**src/rtl/serial_add16_ctrl.sv**
```systemverilog
// Nibble-serial two's-complement adder/subtractor: one shared 4-bit ripple
// adder is stepped across NIBBLES slices under a three-state controller.

module ripple4_gate (
    input  logic [3:0] a,
    input  logic [3:0] b,
    input  logic       cin,
    output logic [3:0] s,
    output logic       cout
);
    logic [4:0] c;

    assign c[0] = cin;

    for (genvar i = 0; i < 4; i++) begin : g_fa
        assign s[i]     = a[i] ^ b[i] ^ c[i];
        assign c[i + 1] = (a[i] & b[i]) | (c[i] & (a[i] ^ b[i]));
    end

    assign cout = c[4];
endmodule

module serial_add16_ctrl #(
    parameter int NIBBLES = 4
) (
    input  logic                   clk,
    input  logic                   rst,
    input  logic                   start,
    input  logic                   sub,
    input  logic [4*NIBBLES-1:0]   inA,
    input  logic [4*NIBBLES-1:0]   inB,
    input  logic                   Cin,
    output logic                   busy,
    output logic                   done,
    output logic [4*NIBBLES-1:0]   outS2,
    output logic                   Cout0,
    output logic                   ovf
);
    localparam int W     = 4 * NIBBLES;
    localparam int CNT_W = (NIBBLES > 1) ? $clog2(NIBBLES) : 1;

    typedef enum logic [1:0] {
        S_IDLE = 2'd0,
        S_RUN  = 2'd1,
        S_DONE = 2'd2
    } state_t;

    state_t             state_q, state_d;
    logic [CNT_W-1:0]   cnt_q, cnt_d;
    logic [W-1:0]       op_a_q, op_a_d;
    logic [W-1:0]       op_b_q, op_b_d;
    logic               carry_q, carry_d;
    logic [W-1:0]       result_q, result_d;
    logic               cout_q, cout_d;
    logic               ovf_q, ovf_d;

    logic [3:0]         a_nib, b_nib, sum_nib;
    logic               add_cout;
    logic               last_slice;

    ripple4_gate u_adder (
        .a    (a_nib),
        .b    (b_nib),
        .cin  (carry_q),
        .s    (sum_nib),
        .cout (add_cout)
    );

    // Slice mux: present the nibble pair selected by the slice counter.
    always_comb begin
        a_nib = 4'd0;
        b_nib = 4'd0;
        for (int i = 0; i < NIBBLES; i++) begin
            if (cnt_q == CNT_W'(i)) begin
                a_nib = op_a_q[4*i +: 4];
                b_nib = op_b_q[4*i +: 4];
            end
        end
    end

    assign last_slice = (cnt_q == CNT_W'(NIBBLES - 1));

    always_comb begin
        state_d  = state_q;
        cnt_d    = cnt_q;
        op_a_d   = op_a_q;
        op_b_d   = op_b_q;
        carry_d  = carry_q;
        result_d = result_q;
        cout_d   = cout_q;
        ovf_d    = ovf_q;

        case (state_q)
            S_IDLE, S_DONE: begin
                if (start) begin
                    // Subtraction is A + ~B + 1, so Cin is replaced by the +1.
                    state_d = S_RUN;
                    cnt_d   = '0;
                    op_a_d  = inA;
                    op_b_d  = sub ? ~inB : inB;
                    carry_d = sub ? 1'b1 : Cin;
                end else begin
                    state_d = S_IDLE;
                end
            end
            S_RUN: begin
                for (int i = 0; i < NIBBLES; i++) begin
                    if (cnt_q == CNT_W'(i)) begin
                        result_d[4*i +: 4] = sum_nib;
                    end
                end
                carry_d = add_cout;
                if (last_slice) begin
                    state_d = S_DONE;
                    cnt_d   = '0;
                    cout_d  = add_cout;
                    ovf_d   = (op_a_q[W-1] == op_b_q[W-1]) && (sum_nib[3] != op_a_q[W-1]);
                end else begin
                    cnt_d = cnt_q + CNT_W'(1);
                end
            end
            default: state_d = S_IDLE;
        endcase
    end

    always_ff @(posedge clk) begin
        if (rst) begin
            state_q  <= S_IDLE;
            cnt_q    <= '0;
            op_a_q   <= '0;
            op_b_q   <= '0;
            carry_q  <= 1'b0;
            result_q <= '0;
            cout_q   <= 1'b0;
            ovf_q    <= 1'b0;
        end else begin
            state_q  <= state_d;
            cnt_q    <= cnt_d;
            op_a_q   <= op_a_d;
            op_b_q   <= op_b_d;
            carry_q  <= carry_d;
            result_q <= result_d;
            cout_q   <= cout_d;
            ovf_q    <= ovf_d;
        end
    end

    assign busy  = (state_q == S_RUN);
    assign done  = (state_q == S_DONE);
    assign outS2 = result_q;
    assign Cout0 = cout_q;
    assign ovf   = ovf_q;
endmodule

```
**config.mk**
```make
export PLATFORM = sky130hd
export DESIGN_NAME = serial_add16_ctrl
export DESIGN_NICKNAME = d
export VERILOG_FILES = /design/src/rtl/serial_add16_ctrl.sv
export SDC_FILE = /design/constraint.sdc
export NUM_CORES = 1
export LEC_CHECK = 0
export CAP_MARGIN = 10
export CORE_AREA = 2 2 88 90
export CTS_CLUSTER_DIAMETER = 150
export DETAILED_ROUTE_END_ITERATION = 10
export DIE_AREA = 0 0 90 92
export PLACE_DENSITY_LB_ADDON = 0.12
export REMOVE_ABC_BUFFERS = 1
export SLEW_MARGIN = 20
export SYNTH_ARGS = -nofsm -noshare
export SYNTH_HDL_FRONTEND = slang
export SYNTH_SLANG_ARGS = --single-unit
```
**constraint.sdc**
```tcl
create_clock -name clk -period 4.41 [get_ports clk]
set_input_delay 0.882 -clock clk [delete_from_list [all_inputs] [get_ports clk]]
set_output_delay 0.882 -clock clk [all_outputs]
set_load 0.01 [all_outputs]
```
==> run metrics <==
result of the run complete, no violations; initial antenna violation count 0; Synth async-reset ratio 0%; Clock Latency Late Sink between 300 and 400 ps; flops & latches, synth 55; Max VDD drop between 0.1 and 0.15 mV; FILL cells between 700 and 800; largest net degree at the start of global routing between 40 and 50; Power Dens Cells roughly 320 mW/mm^2; final WL between 5000 and 6000 um; CTS resizes 0; Detailed Routing Iterations Pass 1 4; Area contributors post-synth dfxtp_1 (41%), a211oi_2 (8.9%), a21oi_1 (6.4%); min-delay src op_a_q[9]; placed inst area 0.00322 mm^2; Synth Warn # 0; final-stage net count between 300 and 400; reg2reg end ovf; Final Hold Vio Count 0; Detailed Route Iter0 Violations 66; hold depth 2; # rows 32; min-delay worst type reg -> reg; Worst EP arrival between 3000 and 4000 ps; DR vias 2051; Hold Path Sink op_a_q[9]; Sink Count between 50 and 60; DR DRC count 0; EDFF count, synth 0; Critical Path Source Type flop; Worst Skew 3.92 ps; gpl congestion 0.738; Initial Utilization between 30% and 40%; die height ~90 um; crit share post-route about four fifths; met2 Use GR about a quarter; DR WL/cell 13.1 um; grt peak-use layer met2; CTS tree built; Worst Tran Pin Value about 1000 ps; Mapped Area around 0.0027 mm^2; Crit. End Element flop; kind of critical path reg -> reg; Max Clock Freq around 290 MHz; Port Buffers between 50 and 60; sequential area share after synthesis 41.3%; unrepaired setup endpoints after global routing no; Hold-fix buffers, CTS 0; post-route design area 0.00332 mm^2; Avg Cell Area, Syn a little under 9 um^2; synthesis-to-finish area growth 24.3%; # setup viols final 0; total power approximately 1100 uW; clk root buf clkbuf_8; vias in the first global route 2035; R2R Path Start cnt_q[0]; Die Area 0.00828 mm^2; r2r setup slk between 900 and 1000 ps; # diodes 0; met3 usage slightly below 3%; Syn Inst Count 300; LEAKAGE approximately 0.0012 uW; relative slew slack 32.6%; cell depth of the worst flop-to-flop path 15; GRT Util Overall 14.9%; max-cap viol count 0; Pins Over Slew Limit 0; first-pass GRT wire length roughly 10000 um; fin crit period roughly 3500 ps; vias per inst 4.64; chip width approximately 90 um; GRT overflow 0; CP max FO 17; worst endpoint required time about 4600 ps; # IOs 57; largest area contributor in the netlist dfxtp_1; cts bufs inserted 5; ys flop type dfxtp_1; H-tree Lvls 2; met1 usage about a fifth; Post-DP HPWL roughly 4100 um; setup TNS 0 ps; Post-CTS Setup Bufs 0; Antenna Violating Nets Remaining 0; CTS clock-pin slew for the worst setup and hold paths 90 ps; share of cells above drive strength 1 ~10%; clk buf depth 2; distinct cell type count after synthesis 30; Core Region roughly 0.0074 mm^2; area share of the largest cell type after synthesis 41.3%
[per-stage QoR]
stage / instances / hold slack, ps / utilization, % / setup slack (ps)
2_1_floorplan: 274 / 430 / - / 1300
3_5_place_dp: 434 / 448 / 43.2 / 905
4_1_cts: 442 / 464 / 44.5 / 893
3_3_place_gp: 434 / 445 / 43.2 / 1070
6_report: 442 / 462 / 44.6 / 915
5_1_grt: 442 / 478 / 44.6 / 621
[state kept, by name (all words and copies together) (netlist names)]
name / cells
ovf: 1
Cout0: 1
op_a_q: 16
cnt_q: 2
state_q: 2
op_b_q: 16
outS2: 16
carry_q: 1
[cell usage in the layout (no fill, tap or decap), drive strengths merged, types with 5 or more instances in the layout]
| master | count |
|---|---|
| dfxtp | 55 |
| clkdlybuf4s50 | 55 |
| nand2 | 42 |
| nor2 | 37 |
| a21oi | 35 |
| a211oi | 25 |
| inv | 15 |
| xnor2 | 12 |
| mux2i | 9 |
| o21ai | 8 |
| clkbuf | 8 |
| and3b | 5 |
[routing by layer]
metal	up-vias	routed length [um]
li1	1076	-
met1	916	2790
met2	52	2680
met3	7	255
met4	0	77
met5	-	0
[Yosys cell counts (5+ instances only)]
cell	count
nor2_1	37
a21oi_1	34
o21ai_0	8
mux2i_1	9
and3b_1	5
buf_2	10
dfxtp_1	55
clkbuf_1	5
xnor2_1	12
nand2_1	42
a211oi_2	19
a211oi_1	6
inv_1	15
buf_4	7
[critical path, cell delays in order (launching register included)]
cell and delay (ps):
dfxtp_1 410, inv_1 80, ha_1 400, a21oi_1 190, o21ai_0 100, a22oi_1 230, fa_1 220, inv_1 50
fa_1 350, inv_1 80, fa_1 170, inv_1 50, fa_1 600, and3b_1 210, a21oi_1 140, a211oi_2 80
[cell type report]
| type | count | area [um^2] | area share [%] |
|---|---|---|---|
| multi-input cells | 204 | 1360 | 41.1 |
| repair buffers | 58 | 571 | 17.2 |
| clock buffers | 8 | 100 | 3.02 |
| well taps | 102 | 128 | 3.85 |
| flip-flops and latches | 55 | 1100 | 33.2 |
| inverters | 15 | 56.3 | 1.70 |
[power breakdown]
group	switching [uW]	leakage [uW]	internal (uW)
combinational	116	0.000669	105
clock	162	0.0000515	144
sequential	19.4	0.000451	527
total	298	0.00117	776
[worst max-delay path by stage]
stage,from,end,slack (ps)
4_1_cts,cnt_q[0],ovf,890
5_1_grt,cnt_q[1],ovf,620
3_3_place_gp,cnt_q[0],ovf,1070
3_5_place_dp,cnt_q[0],ovf,910
2_1_floorplan,cnt_q[0],ovf,1300
6_report,cnt_q[0],ovf,920
[logic make-up (layout without fill, tap and decap cells)]
family	count (synthesis)	in the layout	share of synthesized area, %
xor+xnor	16	16	5.25
mux	9	9	3.38
compound gates	79	79	22.2
simple gates	92	92	15.0
buf+inv	41	81	8.06
flops	55	55	41.3
fa+ha+maj	8	8	4.88
(Power assumes the default switching activity.)
